===== src/rtl/onehot_pulse_decoder.sv =====
// Registered 3-to-8 one-hot pulse decoder: holds the decoded line HOLD_CYC cycles, then GAP_CYC zero cycles.
// Optional walking-one scan of all eight codes is enabled with `define DEC_SCAN_EN.
module onehot_pulse_decoder #(
    parameter int HOLD_CYC = 2,
    parameter int GAP_CYC  = 2,
    parameter int CNT_W    = 8
) (
    input  logic       clk,
    input  logic       rst,
    input  logic [2:0] code_in,
    input  logic       in_valid,
`ifdef DEC_SCAN_EN
    input  logic       scan_req,
`endif
    output logic       in_ready,
    output logic [7:0] out,
    output logic [2:0] out_code,
    output logic       busy,
    output logic       done
);

    typedef enum logic [1:0] {
        S_IDLE = 2'd0,
        S_HOLD = 2'd1,
        S_GAP  = 2'd2
    } state_t;

    localparam logic [CNT_W-1:0] HOLD_LOAD = CNT_W'(HOLD_CYC - 1);
    localparam logic [CNT_W-1:0] GAP_LOAD  = CNT_W'((GAP_CYC > 0) ? GAP_CYC - 1 : 0);
    localparam logic [CNT_W-1:0] CNT_ONE   = CNT_W'(1);

    function automatic logic [7:0] decode(input logic [2:0] c);
        decode = 8'b1 << c;
    endfunction

    state_t           r_state, w_state_nxt;
    logic [CNT_W-1:0] r_cnt,   w_cnt_nxt;
    logic [7:0]       r_out,   w_out_nxt;
    logic [2:0]       r_code,  w_code_nxt;
    logic             r_done,  w_done_nxt;
    logic             w_code_end;
    logic             w_chain;

`ifdef DEC_SCAN_EN
    logic r_scan, w_scan_nxt;
    // A running scan moves straight on to the next code instead of returning to IDLE.
    assign w_chain = r_scan && (r_code != 3'd7);
`else
    assign w_chain = 1'b0;
`endif

    // End of one code's hold+gap window (the hold alone when there is no gap).
    assign w_code_end = (r_cnt == '0) &&
                        ((r_state == S_GAP) || ((r_state == S_HOLD) && (GAP_CYC == 0)));

    // NOTE: every signal gets a default before the case so no path leaves it unassigned (no latches).
    always_comb begin
        w_state_nxt = r_state;
        w_cnt_nxt   = r_cnt;
        w_out_nxt   = r_out;
        w_code_nxt  = r_code;
        w_done_nxt  = 1'b0;
`ifdef DEC_SCAN_EN
        w_scan_nxt  = r_scan;
`endif
        case (r_state)
            S_IDLE: begin
                if (in_valid) begin
                    w_state_nxt = S_HOLD;
                    w_out_nxt   = decode(code_in);
                    w_code_nxt  = code_in;
                    w_cnt_nxt   = HOLD_LOAD;
                end
`ifdef DEC_SCAN_EN
                else if (scan_req) begin
                    w_state_nxt = S_HOLD;
                    w_out_nxt   = 8'h01;
                    w_code_nxt  = 3'd0;
                    w_cnt_nxt   = HOLD_LOAD;
                    w_scan_nxt  = 1'b1;
                end
`endif
            end
            S_HOLD: begin
                if (r_cnt != '0) begin
                    w_cnt_nxt = r_cnt - CNT_ONE;
                end else if (GAP_CYC > 0) begin
                    w_out_nxt   = 8'h00;
                    w_cnt_nxt   = GAP_LOAD;
                    w_state_nxt = S_GAP;
                end
            end
            S_GAP: begin
                if (r_cnt != '0) begin
                    w_cnt_nxt = r_cnt - CNT_ONE;
                end
            end
            default: w_state_nxt = S_IDLE;
        endcase

        if (w_code_end) begin
            if (w_chain) begin
                w_state_nxt = S_HOLD;
                w_out_nxt   = decode(r_code + 3'd1);
                w_code_nxt  = r_code + 3'd1;
                w_cnt_nxt   = HOLD_LOAD;
            end else begin
                w_state_nxt = S_IDLE;
                w_out_nxt   = 8'h00;
                w_done_nxt  = 1'b1;
`ifdef DEC_SCAN_EN
                w_scan_nxt  = 1'b0;
`endif
            end
        end
    end

    // NOTE: sequential state uses non-blocking assignments so all registers update together at the edge.
    always_ff @(posedge clk or posedge rst) begin
        if (rst) begin
            r_state <= S_IDLE;
            r_cnt   <= '0;
            r_out   <= 8'h00;
            r_code  <= 3'd0;
            r_done  <= 1'b0;
`ifdef DEC_SCAN_EN
            r_scan  <= 1'b0;
`endif
        end else begin
            r_state <= w_state_nxt;
            r_cnt   <= w_cnt_nxt;
            r_out   <= w_out_nxt;
            r_code  <= w_code_nxt;
            r_done  <= w_done_nxt;
`ifdef DEC_SCAN_EN
            r_scan  <= w_scan_nxt;
`endif
        end
    end

    assign in_ready = (r_state == S_IDLE);
    assign busy     = (r_state != S_IDLE);
    assign out      = r_out;
    assign out_code = r_code;
    assign done     = r_done;

endmodule


===== config.mk =====
export PLATFORM = sky130hd
export DESIGN_NAME = onehot_pulse_decoder
export DESIGN_NICKNAME = d
export VERILOG_FILES = /design/src/rtl/onehot_pulse_decoder.sv
export SDC_FILE = /design/constraint.sdc
export NUM_CORES = 1
export LEC_CHECK = 0
export BUFFER_PORTS_ARGS = -buffer_cell sky130_fd_sc_hd__buf_4
export CAP_MARGIN = 20
export CORE_MARGIN = 3
export CORE_UTILIZATION = 30
export CTS_CLUSTER_DIAMETER = 200
export DETAILED_ROUTE_END_ITERATION = 10
export GPL_ROUTABILITY_DRIVEN = 0
export PLACE_DENSITY = 0.6
export SLEW_MARGIN = 20
export SYNTH_ARGS = -nofsm -noshare
export SYNTH_HDL_FRONTEND = slang
export SYNTH_SLANG_ARGS = --single-unit

===== constraint.sdc =====
create_clock -name clk -period 1.8 [get_ports clk]
set_input_delay 0.18 -clock clk [delete_from_list [all_inputs] [get_ports clk]]
set_output_delay 0.18 -clock clk [all_outputs]
set_load 0.1 [all_outputs]

==> results of run 1 <==
[synthesized netlist by cell type]
master	n
sky130_fd_sc_hd__a211oi_1	1
sky130_fd_sc_hd__a211oi_2	1
sky130_fd_sc_hd__a21boi_0	2
sky130_fd_sc_hd__a21oi_1	8
sky130_fd_sc_hd__a2bb2oi_1	1
sky130_fd_sc_hd__and2_1	2
sky130_fd_sc_hd__buf_2	1
sky130_fd_sc_hd__clkbuf_1	2
sky130_fd_sc_hd__dfrtp_1	22
sky130_fd_sc_hd__ha_1	6
sky130_fd_sc_hd__inv_1	8
sky130_fd_sc_hd__mux2_2	11
sky130_fd_sc_hd__nand2_1	3
sky130_fd_sc_hd__nand2_2	1
sky130_fd_sc_hd__nand2b_1	4
sky130_fd_sc_hd__nand3_1	3
sky130_fd_sc_hd__nand4bb_2	1
sky130_fd_sc_hd__nor2_1	8
sky130_fd_sc_hd__nor2_4	1
sky130_fd_sc_hd__nor2b_1	1
sky130_fd_sc_hd__nor3b_1	1
sky130_fd_sc_hd__nor4_1	4
sky130_fd_sc_hd__nor4_2	1
sky130_fd_sc_hd__o211a_1	1
sky130_fd_sc_hd__o211ai_4	1
sky130_fd_sc_hd__o21ai_0	2
sky130_fd_sc_hd__o21ai_1	2
sky130_fd_sc_hd__o21ai_2	1
sky130_fd_sc_hd__o22ai_1	1
sky130_fd_sc_hd__o22ai_4	1
sky130_fd_sc_hd__o31ai_1	3
sky130_fd_sc_hd__o32a_1	1
sky130_fd_sc_hd__o32ai_2	1
sky130_fd_sc_hd__or2_1	1
sky130_fd_sc_hd__or2_2	1
sky130_fd_sc_hd__or3_1	4
sky130_fd_sc_hd__or4_1	3
sky130_fd_sc_hd__or4_4	1
[kinds of logic after synthesis]
logic type	after synthesis	synth area share (%)
compound gates	27	17.4
mux	11	9.82
fa+ha+maj	6	5.95
simple gates	40	19.8
flops	22	43.7
buf+inv	11	3.37
[placed cells by master, fill, tap and decap left out, drive strengths merged]
cell	n
buf	37
dfrtp	22
mux2	11
nor2	9
a21oi	8
inv	8
ha	6
nor4	5
o21ai	5
or3	4
clkbuf	4
nand2	4
nand2b	4
or4	4
nand3	3
o31ai	3
a21boi	2
o211ai	2
or2	2
o22ai	2
and2	2
a211oi	2
nand4bb	1
nor3b	1
nor2b	1
o32ai	1
a2bb2oi	1
o211a	1
o32a	1
dlygate4sd3	1
[how the worst max path moves through the flow]
stage | startpoint | endpoint | slack (ps) | cells after the start
6_report | r_cnt[3]$_DFFE_PP0P_ | r_cnt[6]$_DFFE_PP0P_ | 60 | 5
5_1_grt | r_cnt[6]$_DFFE_PP0P_ | out[6]$_DFFE_PP0P_ | -10 | 6
2_1_floorplan | r_state[0]$_DFFE_PP0P_ | r_state[0]$_DFFE_PP0P_ | -2 | 5
3_5_place_dp | r_state[1]$_DFFE_PP0P_ | out[2]$_DFFE_PP0P_ | -4 | 6
4_1_cts | r_cnt[0]$_DFFE_PP0P_ | out[2]$_DFFE_PP0P_ | -3 | 6
3_3_place_gp | r_state[1]$_DFFE_PP0P_ | out[6]$_DFFE_PP0P_ | 20 | 6
[per-layer routing]
layer	global-route usage, %	wire (um)
met1	15.4	1380
met2	19.9	1460
met3	2.56	137
met4	4.38	48
met5	0	0
[state kept, by name (all words and copies together), names as in the netlist]
register and cells:
out 8, r_cnt 8, out_code 3, r_state 2, done 1
[worst max-delay path, stage by stage, from the launching register on]
cell	delay [ps]
sky130_fd_sc_hd__dfrtp_1	410
sky130_fd_sc_hd__buf_4	150
sky130_fd_sc_hd__or2_1	240
sky130_fd_sc_hd__or3_1	370
sky130_fd_sc_hd__or3_1	340
sky130_fd_sc_hd__a21oi_1	160
[cell type report]
type | instances | share of cell area [%]
multi-input cells | 85 | 44.1
repair buffers | 38 | 16.8
flip-flops and latches | 22 | 30.9
well taps | 48 | 3.37
inverters | 8 | 1.68
clock buffers | 4 | 3.09
[per-stage QoR]
step                      std cells  instance area, um^2  hold slack, ps  TNS, ps  util [%]
after detailed placement        193                 1570             245    -5.29      40.8
after floorplan                 117                 1300             169    -2.18         -
final                           205                 1780             186        0      46.3
after global placement          193                 1570             237        0      40.8
after CTS                       199                 1660             172    -3.57      43.0
after global routing            205                 1780             182    -42.1      46.3
[timing repair]
| action | CTS | global route |
|---|---|---|
| buffers inserted | 1 | 5 |
| gates cloned | 0 | 1 |
| hold buffers | 1 | 0 |
| endpoints found under the setup margin | 10 | 15 |
| resized for setup | 3 | 15 |
| pin swaps | 1 | 4 |
| endpoints found under the hold margin | 22 | 0 |
==> parameters.txt, run 1 <==
Parameter                              Value

Timing
  Worst slew margin    80.8%
  Worst-Margin Slew    288 ps
  Final period demand of the worst path    1740 ps
  Post-route clock skew    3.43 ps
  Setup violations, final    0
  Unrepaired setup endpoints after global routing    yes
  Fin worst setup slack    58.8 ps
  Fmax    574 MHz
  Count of pins over their slew limit    0
  Ratio of final minimum period to clock period    96.7%
  Final number of hold-violating endpoints    0

Critical path
  Internal reg-to-reg setup slack    60 ps
  Category of the most critical setup path    flop to flop
  Beginning of the worst register-to-register path    r_cnt[3]$_DFFE_PP0P_
  Critical Path Fanout Max    5
  Worst Path Required    1990 ps
  Kind of start point of the critical path    flop
  Worst path arrival time    1930 ps
  R2R depth    5
  Terminus of the critical flop-to-flop path    r_cnt[6]$_DFFE_PP0P_
  Crit path capture type    flop

Routing
  ANT nets after route    0
  Drc violations    0
  Total Routed Length    3020 um
  Initial DRT Pass Iterations    4
  Number of DRC markers after the initial detailed-route iteration    37
  Routed wire per std cell    14.7 um
  Vias per cell    5.23
  DR vias    1072

Yosys
  Sequential cell area fraction in the yosys report    43.7%
  Synth warn    0
  Cell count after synthesis    117
  Count of unique library cells instantiated by Yosys    38
  Netlist Area Pre-Place    1260 um^2
  Synthesized netlist net count    129
  Largest area contributor in the synthesized netlist    sky130_fd_sc_hd__dfrtp_1
  Flop and latch count out of synthesis    22
  Syn avg cell area    10.8 um^2
  Area fraction of the dominant cell type after synthesis    43.7%
  Area contributors post-synth    sky130_fd_sc_hd__dfrtp_1, sky130_fd_sc_hd__mux2_2, sky130_fd_sc_hd__ha_1

Final layout
  Diode count    0
  P&R area growth vs syn    41.4%
  Reg area    551 um^2
  Net total in the final layout    170
  Number of fill cells    374
  Area of the multi-input gates    787 um^2
  Proportion of layout cells with a drive suffix above 1    49.0%

Min path
  Hold Path Depth    2
  Worst min path class    primary input to flop
  Endpoint of the worst hold path    out_code[1]$_DFFE_PP0P_
  Hold_sp    code_in[1]

Global route
  Number of global-route vias before repair    1039
  Largest net degree at the start of global routing    23
  Total routing resource utilization after global routing    12.0%
  First-pass GRT wire length    4870 um
  Remaining global-route overflow    0
  Number of antenna violations at the first check in global routing    0

CTS
  Deepest clock path buffer count    2
  Root buffer cell    sky130_fd_sc_hd__clkbuf_8
  TritonCTS Sinks    22
  CTS tree    built
  Register clock-pin slew on the reported worst setup and hold paths    80 ps
  # H-tree levels    1
  Clock latency of the later-clocked register in the worst-skew pair    260 ps
  Clock buffers created by TritonCTS    3

Floorplan
  Core Box Area    3850 um^2
  Initial cell density of the core    32.7%
  Die span in y    70.8 um
  I/O pin cnt    20
  Die boundary width    70.8 um
  # rows    22
  Die outline area    5020 um^2

Flow run
  Reported max-cap violation count    0

Placement
  Port Buf Inserts    19
  Post-DP HPWL    2080 um
  Minimum setup slack after placement    -4.06 ps

Status
  Result of the run    completed
Power of run 1 is left out: the tool's default activity adds up to more than one toggle a clock period on the data nets, which glitch-free logic cannot reach.
==> inputs of run 2 (changes only) <==
Settings changed: ABC_AREA from default to 1, PLACE_DENSITY 0.6 to 0.53.
==> run 2 against run 1 <==
Compared with the run above: clock skew shrank 1.4 ps; first-iteration DRC count grew 16%; core utilization shrank 7.7 points; non-clock buffer count down 16; register-to-register slack gained 140 ps; largest cell class unchanged.
==> parameters.txt, run 2 <==
Parameter                              Value

Status
  Result of the run    completed

Floorplan
  Core Box Area    4060 um^2
  Die outline area    5100 um^2
  I/O pin cnt    20
  Die boundary width    71.4 um
  Initial cell density of the core    31.6%
  # rows    23
  Die span in y    71.4 um

Global route
  Total routing resource utilization after global routing    11.6%
  Remaining global-route overflow    0
  Number of antenna violations at the first check in global routing    0
  Largest net degree at the start of global routing    23
  Number of global-route vias before repair    1110
  First-pass GRT wire length    4830 um

CTS
  # H-tree levels    1
  TritonCTS Sinks    22
  # Post-CTS Setup Buffers    0
  Root buffer cell    sky130_fd_sc_hd__clkbuf_8
  Register clock-pin slew on the reported worst setup and hold paths    80 ps
  CTS tree    built
  Deepest clock path buffer count    2
  Clock latency of the later-clocked register in the worst-skew pair    260 ps
  Clock buffers created by TritonCTS    3

Timing
  Post-route worst hold slack    215 ps
  Final period demand of the worst path    1600 ps
  Final number of hold-violating endpoints    0
  Setup TNS    0 ps
  Ratio of final minimum period to clock period    88.8%
  Unrepaired setup endpoints after global routing    no
  Setup violations, final    0
  Worst slew margin    80.8%
  Post-route clock skew    1.98 ps
  Worst-Margin Slew    288 ps
  Fmax    626 MHz
  Count of pins over their slew limit    0

Min path
  Hold_sp    code_in[2]
  Worst min path class    primary input to flop

Yosys
  Synth warn    0
  Flop and latch count out of synthesis    22
  Post-synth top cells    sky130_fd_sc_hd__nand2_1, sky130_fd_sc_hd__nor2_1, sky130_fd_sc_hd__dfrtp_1, sky130_fd_sc_hd__inv_1, sky130_fd_sc_hd__nand3_1
  Synthesized netlist net count    186
  Largest area contributor in the synthesized netlist    sky130_fd_sc_hd__dfrtp_1
  Count of unique library cells instantiated by Yosys    18
  Most numerous cell in the Yosys netlist    sky130_fd_sc_hd__nand2_1
  Sequential cell area fraction in the yosys report    42.9%
  Fraction of registers with async set or reset after synthesis    100%
  Area fraction of the dominant cell type after synthesis    42.9%
  Syn avg cell area    7.37 um^2
  Area contributors post-synth    sky130_fd_sc_hd__dfrtp_1, sky130_fd_sc_hd__nand2_1, sky130_fd_sc_hd__nor2_1
  Post-synth EDFFs    0
  Cell count after synthesis    174
  Netlist Area Pre-Place    1280 um^2
  Primary flip-flop cell chosen by synthesis mapping    sky130_fd_sc_hd__dfrtp_1

Critical path
  Worst path arrival time    1800 ps
  Beginning of the worst register-to-register path    r_cnt[0]$_DFFE_PP0P_
  First element of the critical path    r_cnt[0]$_DFFE_PP0P_
  Category of the most critical setup path    flop to flop
  Kind of start point of the critical path    flop
  Critical Path Fanout Max    12
  Crit path capture type    flop
  Worst Path Required    2000 ps

Routing
  Vias per cell    4.54
  Drc violations    0
  Total Routed Length    2720 um
  DR vias    1126
  ANT nets after route    0
  Initial DRT Pass Iterations    6
  Number of DRC markers after the initial detailed-route iteration    43
  Routed wire per std cell    11.0 um

Final layout
  Commonest cells after routing, fill and taps aside    sky130_fd_sc_hd__nand2_1, sky130_fd_sc_hd__nor2_1, sky130_fd_sc_hd__dfrtp_1
  Final standard cell utilization of the core    38.6%
  Proportion of layout cells with a drive suffix above 1    22.2%
  P&R area growth vs syn    22.0%
  Most common cell after layout, fill and taps aside    sky130_fd_sc_hd__nand2_1
  Non-filler instance count after layout    248
  Diode count    0
  Net total in the final layout    211

Placement
  Post-DP HPWL    2150 um
  Port Buf Inserts    19
  Cell count after placement    243

Flow run
  Reported max-cap violation count    0
==> run 2: changes by cell type in the layout (fill, tap and decap cells not counted), sizes merged, moves of 5 or more <==
cell and change:
nand2 +56, inv +17, nor2 +17, buf -16, nand3 +13, mux2 -11, a21oi -7, nand4 +5
nor4 -5, o21ai +5
==> run 2: cell type report <==
| class | instances | area, um^2 |
|---|---|---|
| Tap cell | 50 | 62.6 |
| Fill cell | 417 | 2490 |
| Inverter | 25 | 98.8 |
| Timing Repair Buffer | 22 | 168 |
| Multi-Input combinational cell | 125 | 631 |
| Clock buffer | 4 | 55.1 |
| Sequential cell | 22 | 551 |
==> run 2: final timing paths <==
path | endpoint | slack [ps] | depth (start not counted)
hold / removal | out_code[2]$_DFFE_PP0P_ | 220 | 3
setup reg to reg | out[7]$_DFFE_PP0P_ | 200 | 9
min in group asynchronous | r_state[0]$_DFFE_PP0P_ | 510 | 4
hold reg to reg | out_code[0]$_DFFE_PP0P_ | 490 | 2
setup / recovery | out[7]$_DFFE_PP0P_ | 200 | 9
max in group asynchronous | out[3]$_DFFE_PP0P_ | 1070 | 4
==> run 2: cells by family after synthesis <==
| family | synth area share, % |
|---|---|
| AND/OR/NAND/NOR | 37.2 |
| XOR/XNOR | 0.683 |
| AO/OA/AOI/OAI | 4.29 |
| buffers and inverters | 9.07 |
| adder cells (fa/ha/maj) | 5.85 |
| flip-flops | 42.9 |
==> run 2: critical path, stage by stage, from the launching register on <==
cell and delay [ps]:
sky130_fd_sc_hd__dfrtp_1 410, sky130_fd_sc_hd__inv_1 110, sky130_fd_sc_hd__ha_1 170, sky130_fd_sc_hd__nand2_1 50, sky130_fd_sc_hd__nor2_1 110, sky130_fd_sc_hd__nand3_2 180, sky130_fd_sc_hd__buf_4 230, sky130_fd_sc_hd__nand2_2 150
sky130_fd_sc_hd__nand2_1 80, sky130_fd_sc_hd__nand2_1 60
==> run 2: metrics by stage <==
| stage | worst slack [ps] | cell area (um^2) |
|---|---|---|
| after detailed placement | 150 | 1500 |
| after floorplan | 20.7 | 1300 |
| final | 202 | 1570 |
| after global routing | 9.29 | 1570 |
| after global placement | 189 | 1500 |
| after CTS | 133 | 1560 |
==> run 2: per-layer routing <==
layer | track usage (%) | wire length (um) | up-vias
met1 | 14.3 | 1270 | 512
met3 | 1.96 | 133 | 4
met5 | 0 | 0 | -
met2 | 20.5 | 1290 | 24
met4 | 3.76 | 32 | 0
li1 | - | - | 586
==> run 2: what timing repair did <==
item | 4_1_cts | 5_1_grt
hold buffers | 1 | 0
resized for setup | 0 | 1
setup endpoints to repair | 0 | 6
endpoints found under the hold margin | 22 | 0
Power of run 2 is left out for the same reason.
